`src/rtl/g711_expand_mc.sv`:
```
// Multi-channel G.711 expander: per-channel law register, 2-stage valid/ready pipeline.
// Optional two's-complement linear output port enabled by G711_LINEAR_OUT_EN.
module g711_expand_mc #(
  parameter int unsigned NUM_CH      = 4,
  parameter int unsigned CH_W        = 2,
  parameter logic        DEFAULT_LAW = 1'b0
) (
  input  logic            clk,
  input  logic            reset_n,
  input  logic            cfg_we,
  input  logic [CH_W-1:0] cfg_ch,
  input  logic            cfg_law,
  input  logic            in_valid,
  output logic            in_ready,
  input  logic [CH_W-1:0] in_ch,
  input  logic [7:0]      in_pcm,
  output logic            out_valid,
  input  logic            out_ready,
  output logic [CH_W-1:0] out_ch,
  output logic            out_law,
  output logic [13:0]     out_mag
`ifdef G711_LINEAR_OUT_EN
  ,
  output logic [15:0]     out_lin
`endif
);

  localparam int unsigned MAG_W = 14;
  localparam int unsigned LIN_W = 16;

  logic [NUM_CH-1:0] law_q, law_d;

  logic            v1_q, v1_d;
  logic [CH_W-1:0] ch1_q, ch1_d;
  logic [7:0]      pcm1_q, pcm1_d;
  logic            law1_q, law1_d;

  logic             v2_q, v2_d;
  logic [CH_W-1:0]  ch2_q, ch2_d;
  logic             law2_q, law2_d;
  logic [MAG_W-1:0] mag2_q, mag2_d;
`ifdef G711_LINEAR_OUT_EN
  logic [LIN_W-1:0] lin2_q, lin2_d;
`endif

  logic adv1_c, adv2_c, accept_c;
  logic law_in_c;

  logic [7:0]       p_c;
  logic [3:0]       q_c;
  logic [2:0]       s_c;
  logic             sg_c;
  logic [MAG_W-1:0] base_c;
  logic [MAG_W-1:0] u_sh_c;
  logic [12:0]      u_m_c;
  logic [MAG_W-1:0] a_bias_c;
  logic [MAG_W-1:0] a_a_c;
  logic [11:0]      a_m_c;
  logic [MAG_W-1:0] mag_c;
  logic [LIN_W-1:0] lin_mag_c;
  logic             lin_neg_c;
  logic [LIN_W-1:0] lin_c;

  // Handshake: a stage advances when it is empty or its consumer advances
  always_comb begin
    adv2_c   = !v2_q || out_ready;
    adv1_c   = !v1_q || adv2_c;
    accept_c = in_valid && adv1_c;
  end

  assign in_ready = adv1_c;

  // Law lookup and config update; out-of-range channels use the reset law
  always_comb begin
    law_in_c = DEFAULT_LAW;
    law_d    = law_q;
    for (int i = 0; i < int'(NUM_CH); i++) begin
      if (in_ch == CH_W'(i)) begin
        law_in_c = law_q[i];
      end
      if (cfg_we && (cfg_ch == CH_W'(i))) begin
        law_d[i] = cfg_law;
      end
    end
  end

  // Expansion of the stage-1 codeword
  always_comb begin
    p_c      = law1_q ? (pcm1_q ^ 8'h55) : ~pcm1_q;
    q_c      = p_c[3:0];
    s_c      = p_c[6:4];
    sg_c     = p_c[7];
    base_c   = {9'd0, q_c, 1'b0};

    u_sh_c   = (base_c + 14'd33) << s_c;
    u_m_c    = 13'(u_sh_c - 14'd33);

    a_bias_c = (s_c != 3'd0) ? 14'd33 : 14'd1;
    a_a_c    = base_c + a_bias_c;
    a_m_c    = (s_c > 3'd1) ? 12'(a_a_c << (s_c - 3'd1)) : 12'(a_a_c);

    if (law1_q) begin
      mag_c     = {1'b0, ~sg_c, a_m_c};
      lin_mag_c = {1'b0, a_m_c, 3'b000};
      lin_neg_c = ~sg_c;
    end else begin
      mag_c     = {sg_c, u_m_c};
      lin_mag_c = {1'b0, u_m_c, 2'b00};
      lin_neg_c = sg_c;
    end
    lin_c = lin_neg_c ? (~lin_mag_c + 16'd1) : lin_mag_c;
  end

  // Next-state for both pipeline stages; stalled stages hold
  always_comb begin
    v1_d   = v1_q;
    ch1_d  = ch1_q;
    pcm1_d = pcm1_q;
    law1_d = law1_q;
    v2_d   = v2_q;
    ch2_d  = ch2_q;
    law2_d = law2_q;
    mag2_d = mag2_q;
`ifdef G711_LINEAR_OUT_EN
    lin2_d = lin2_q;
`endif

    if (adv1_c) begin
      v1_d = accept_c;
    end
    if (accept_c) begin
      ch1_d  = in_ch;
      pcm1_d = in_pcm;
      law1_d = law_in_c;
    end

    if (adv2_c) begin
      v2_d = v1_q;
    end
    if (adv2_c && v1_q) begin
      ch2_d  = ch1_q;
      law2_d = law1_q;
      mag2_d = mag_c;
`ifdef G711_LINEAR_OUT_EN
      lin2_d = lin_c;
`endif
    end
  end

  always_ff @(posedge clk or negedge reset_n) begin
    if (!reset_n) begin
      law_q  <= {NUM_CH{DEFAULT_LAW}};
      v1_q   <= 1'b0;
      ch1_q  <= '0;
      pcm1_q <= '0;
      law1_q <= 1'b0;
      v2_q   <= 1'b0;
      ch2_q  <= '0;
      law2_q <= 1'b0;
      mag2_q <= '0;
`ifdef G711_LINEAR_OUT_EN
      lin2_q <= '0;
`endif
    end else begin
      law_q  <= law_d;
      v1_q   <= v1_d;
      ch1_q  <= ch1_d;
      pcm1_q <= pcm1_d;
      law1_q <= law1_d;
      v2_q   <= v2_d;
      ch2_q  <= ch2_d;
      law2_q <= law2_d;
      mag2_q <= mag2_d;
`ifdef G711_LINEAR_OUT_EN
      lin2_q <= lin2_d;
`endif
    end
  end

  assign out_valid = v2_q;
  assign out_ch    = ch2_q;
  assign out_law   = law2_q;
  assign out_mag   = mag2_q;
`ifdef G711_LINEAR_OUT_EN
  assign out_lin   = lin2_q;
`else
  // Linear result only feeds the optional port
  logic unused_lin_c;
  assign unused_lin_c = ^lin_c;
`endif

endmodule

```
`config.mk`:
```
export PLATFORM = sky130hd
export DESIGN_NAME = g711_expand_mc
export DESIGN_NICKNAME = d
export VERILOG_FILES = /design/src/rtl/g711_expand_mc.sv
export SDC_FILE = /design/constraint.sdc
export NUM_CORES = 1
export LEC_CHECK = 0
export ABC_CLOCK_PERIOD_IN_PS = 3100
export CAP_MARGIN = 20
export CORE_UTILIZATION = 35
export CTS_CLUSTER_SIZE = 16
export DETAILED_ROUTE_END_ITERATION = 10
export MAX_ROUTING_LAYER = met4
export SLEW_MARGIN = 5
export SYNTH_ARGS = -nofsm -noshare
export SYNTH_HDL_FRONTEND = slang
export SYNTH_SLANG_ARGS = --single-unit
```
`constraint.sdc`:
```
create_clock -name clk -period 3.1 [get_ports clk]
set_clock_uncertainty 0.15 [all_clocks]
set_input_delay 0.62 -clock clk [delete_from_list [all_inputs] [get_ports clk]]
set_output_delay 0.62 -clock clk [all_outputs]
set_load 0.01 [all_outputs]
```
==> metrics.md <==
| Metric | Value |
|---|---|
| Skew-Pair Late Insertion Delay | 290 ps |
| Crit Path Max Fanout | 17 |
| Synthesized-area fraction occupied by and/or/nand/nor cells | 22.4% |
| Mapped Area | 0.00249 mm^2 |
| I/O pin cnt | 37 |
| H-tree levels | 2 |
| Via count | 2,280 |
| Overall routed net length | 6.71 mm |
| Antenna Nets Post-Route | 0 |
| Number of gates resized after CTS | 0 |
| Worst-path cell chain | nand2b_1 > a21boi_0 > nor4_2 > buf_4 > o41a_4 > nor4_4 > o21ai_1 > a31oi_1 |
| RePlAce Congestion | 0.896 |
| Synth Flop Type | dfrtp_1 |
| DP Worst Slack | 363 ps |
| Fill cells | 687 |
| Max-slew headroom | 64.9% |
| Clk sinks | 34 |
| DR vias/cell | 5.36 |
| Clock Pin Slew Worst Setup and Hold Paths | 70 ps |
| Period utilisation layout | 89.5% |
| Ant diodes | 0 |
| IO buf count | 36 |
| Vias in the first global route | 2,158 |
| Site row count | 30 |
| Setup Viol. Count Final | 0 |
| Worst endpoint required time | 3160 ps |
| First-pass GRT wire length | 11.1 mm |
| Final Slew Violations | 0 |
| Ys Warns | 0 |
| PwrDens | 774 mW/mm^2 |
| Clock Root Buffer | clkbuf_8 |
| Die ar. | 0.00747 mm^2 |
| Nets | 351 |
| CP max stage delay | 570 ps |
| Status | completed |
| Synth cell types | 60 |
| Drt first pass iters | 4 |
| Largest family of logic cells by synthesized area | simple AND/OR/NAND/NOR gates |
| Crit path from | pcm1_q[4] |
| Syn Inst Count | 289 |
| Post-synthesis sequential area ratio | 34.1% |
| Postcts setup bufs | 0 |
| Worst endpoint data arrival time | 2830 ps |
| Setup TNS | 0 ps |
| Hold Path Origin | ch1_q[0] |
| Largest net degree at the start of global routing | 35 |
| Critical path class | flop to flop |
| Final Hold Viols | 0 |
| Post-DP HPWL | 5.04 mm |
| Maximum vdd drop | 277 uV |
| Core box area | 0.00683 mm^2 |
| CTS tree | built |
| WL per Instance | 15.8 um |
| Die Height | 86.4 um |
| Die W | 86.4 um |
| Ys async rst share | 100% |
| CTS Buf Count | 5 |
| DRT iter0 DRCs | 137 |
| Total track usage | 19.8% |
| Critical-path top delay cell | dfrtp_1 |
| DRC errors left | 0 |
| Mux cell area share after synthesis | 10.3% |
| Unrepaired setup endpoints after global routing | no |
| Initial antenna violation count | 0 |
| Hold Path Depth | 2 |
| Avg Cell Area, Syn | 8.63 um^2 |
| Max cap viols | 0 |
| Slew at the pin closest to its max-slew limit | 522 ps |
| # hold bufs at CTS | 0 |
| Hold crit path type | flop to flop |
| FMAX | 360 MHz |
| LEAKAGE | 1.26 nW |
| Synth Area in Compound Gates | 22.4% |
| Synth Area in Adders | 2.51% |
| Final min period | 2780 ps |
| Worst r2r path cells | 8 |
| Total grt overflow | 0 |
| Synth Area in XOR/XNOR | 4.21% |
| Register bit total from synthesis | 34 |
| Clock Path Buffers | 2 |
| Worst Slack Setup Final | 324 ps |
| RR Startpoint | pcm1_q[4] |
| Endpoint type of the worst setup path | flop |
| Initial core utilization | 36.5% |
| Critical path launch point type | flop |
| Syn nets | 312 |
| P&R area growth vs syn | 24.4% |
| Number of synthesized flops with an enable pin | 0 |
| Fraction of layout cells with a size suffix above 1 | 15.2% |
[critical path, delay by kind of cell, from the launching register on]
| kind | cells | cell delay, ps |
|---|---|---|
| compound gates | 4 | 1050 |
| buf+inv | 1 | 170 |
| flops | 1 | 570 |
| simple gates | 3 | 750 |
[layer usage]
metal | track usage [%] | routed length (um) | up-vias
li1 | - | - | 1130
met1 | 26.1 | 3130 | 1067
met2 | 30.6 | 3110 | 70
met3 | 3.43 | 341 | 13
met4 | 7.42 | 125 | 0
met5 | - | 0 | -
[kinds of logic after synthesis]
group,after synthesis
muxes,21
adders and majority gates,5
DFF,34
AOI/OAI and AO/OA,82
xor gates and xnor gates,12
buffers and inverters,25
and+or+nand+nor,110
[state kept, by name (all words and copies together), names as in the netlist]
register   count
out_valid      1
pcm1_q         8
out_mag       14
law_q          4
v1_q           1
out_ch         2
out_law        1
ch1_q          2
law1_q         1
[layout make-up]
| class | instances | area, um^2 | share of cell area, % |
|---|---|---|---|
| inverter | 6 | 22.5 | 0.726 |
| clock inverter | 2 | 12.5 | 0.403 |
| clock buffer | 6 | 82.6 | 2.66 |
| multi-input combinational | 230 | 1540 | 49.7 |
| sequential | 34 | 851 | 27.4 |
| tap | 96 | 120 | 3.87 |
| timing repair buffer | 51 | 473 | 15.2 |
[cell usage after synthesis (2+ instances only)]
| cell | count | share of area [%] |
|---|---|---|
| a21o_1 | 3 | 0.90 |
| o21a_1 | 3 | 0.90 |
| clkbuf_1 | 13 | 2.0 |
| mux2_2 | 17 | 7.7 |
| a211oi_1 | 5 | 1.5 |
| xor2_1 | 6 | 2.1 |
| a21oi_1 | 16 | 3.2 |
| dfrtp_1 | 34 | 34 |
| o211ai_1 | 3 | 0.90 |
| nor2_1 | 18 | 2.7 |
| buf_1 | 2 | 0.30 |
| nand2b_1 | 14 | 3.5 |
| a21boi_1 | 3 | 0.90 |
| o31ai_1 | 2 | 0.60 |
| nand3_1 | 8 | 1.6 |
| mux2i_1 | 2 | 0.80 |
| a31oi_1 | 7 | 1.8 |
| xnor2_1 | 6 | 2.1 |
| a221oi_1 | 2 | 0.70 |
| mux4_2 | 2 | 1.8 |
| and2_1 | 3 | 0.75 |
| o21ai_0 | 17 | 3.4 |
| nor2b_1 | 3 | 0.75 |
| a32oi_1 | 2 | 0.70 |
| nand3b_1 | 2 | 0.60 |
| nand2_1 | 41 | 6.2 |
| buf_2 | 3 | 0.60 |
| ha_1 | 5 | 2.5 |
| inv_1 | 4 | 0.60 |
| a22oi_1 | 2 | 0.60 |
| nand4_1 | 3 | 0.75 |
| and3_1 | 2 | 0.50 |
| nor3_1 | 7 | 1.4 |
| o21ai_1 | 3 | 0.60 |
[power breakdown]
part           total, mW  switching [mW]  internal [mW]
logic               1.38           0.741          0.635
clock network      0.352           0.173          0.179
registers          0.675           0.107          0.568
total               2.40            1.02           1.38
[cells in the final DEF (no fill, tap or decap), types with 2 or more instances in the layout]
master	instances
a211oi_1	5
a21boi_1	3
a21o_1	3
a21oi_1	16
a221oi_1	2
a22oi_1	2
a31oi_1	7
a32oi_1	2
and2_1	3
and3_1	2
buf_4	15
clkbuf_8	6
clkdlybuf4s50_1	36
dfrtp_1	34
ha_1	5
inv_1	4
mux2_2	17
mux2i_1	2
mux4_2	2
nand2_1	41
nand2b_1	14
nand3_1	8
nand3b_1	2
nand4_1	3
nor2_1	18
nor2b_1	3
nor3_1	7
o211ai_1	3
o21a_1	3
o21ai_0	17
o21ai_1	3
o31ai_1	2
xnor2_1	6
xor2_1	6
[path summary, 6_finish.rpt]
path                                     to  slack (ps)
min in group asynchronous        out_mag[0]         590
worst min-delay path              out_ch[0]         320
worst min register to register    out_ch[0]         320
max in group asynchronous         pcm1_q[2]        1880
worst max-delay path            out_mag[11]         320
worst max register to register  out_mag[11]         320
[metrics by stage]
step | instances | power (mW) | cell area [um^2] | hold WS [ps] | util [%]
final | 425 | 2.40 | 3100 | 320 | 45.4
after global routing | 425 | 2.58 | 3100 | 342 | 45.4
after CTS | 425 | 2.41 | 3100 | 322 | 45.4
after detailed placement | 417 | 2.05 | 3010 | 302 | 44.0
after global placement | 417 | 2.05 | 3010 | 300 | 44.0
after floorplan | 289 | 1.54 | 2490 | 174 | -
Power figures use the tool's default switching activity.
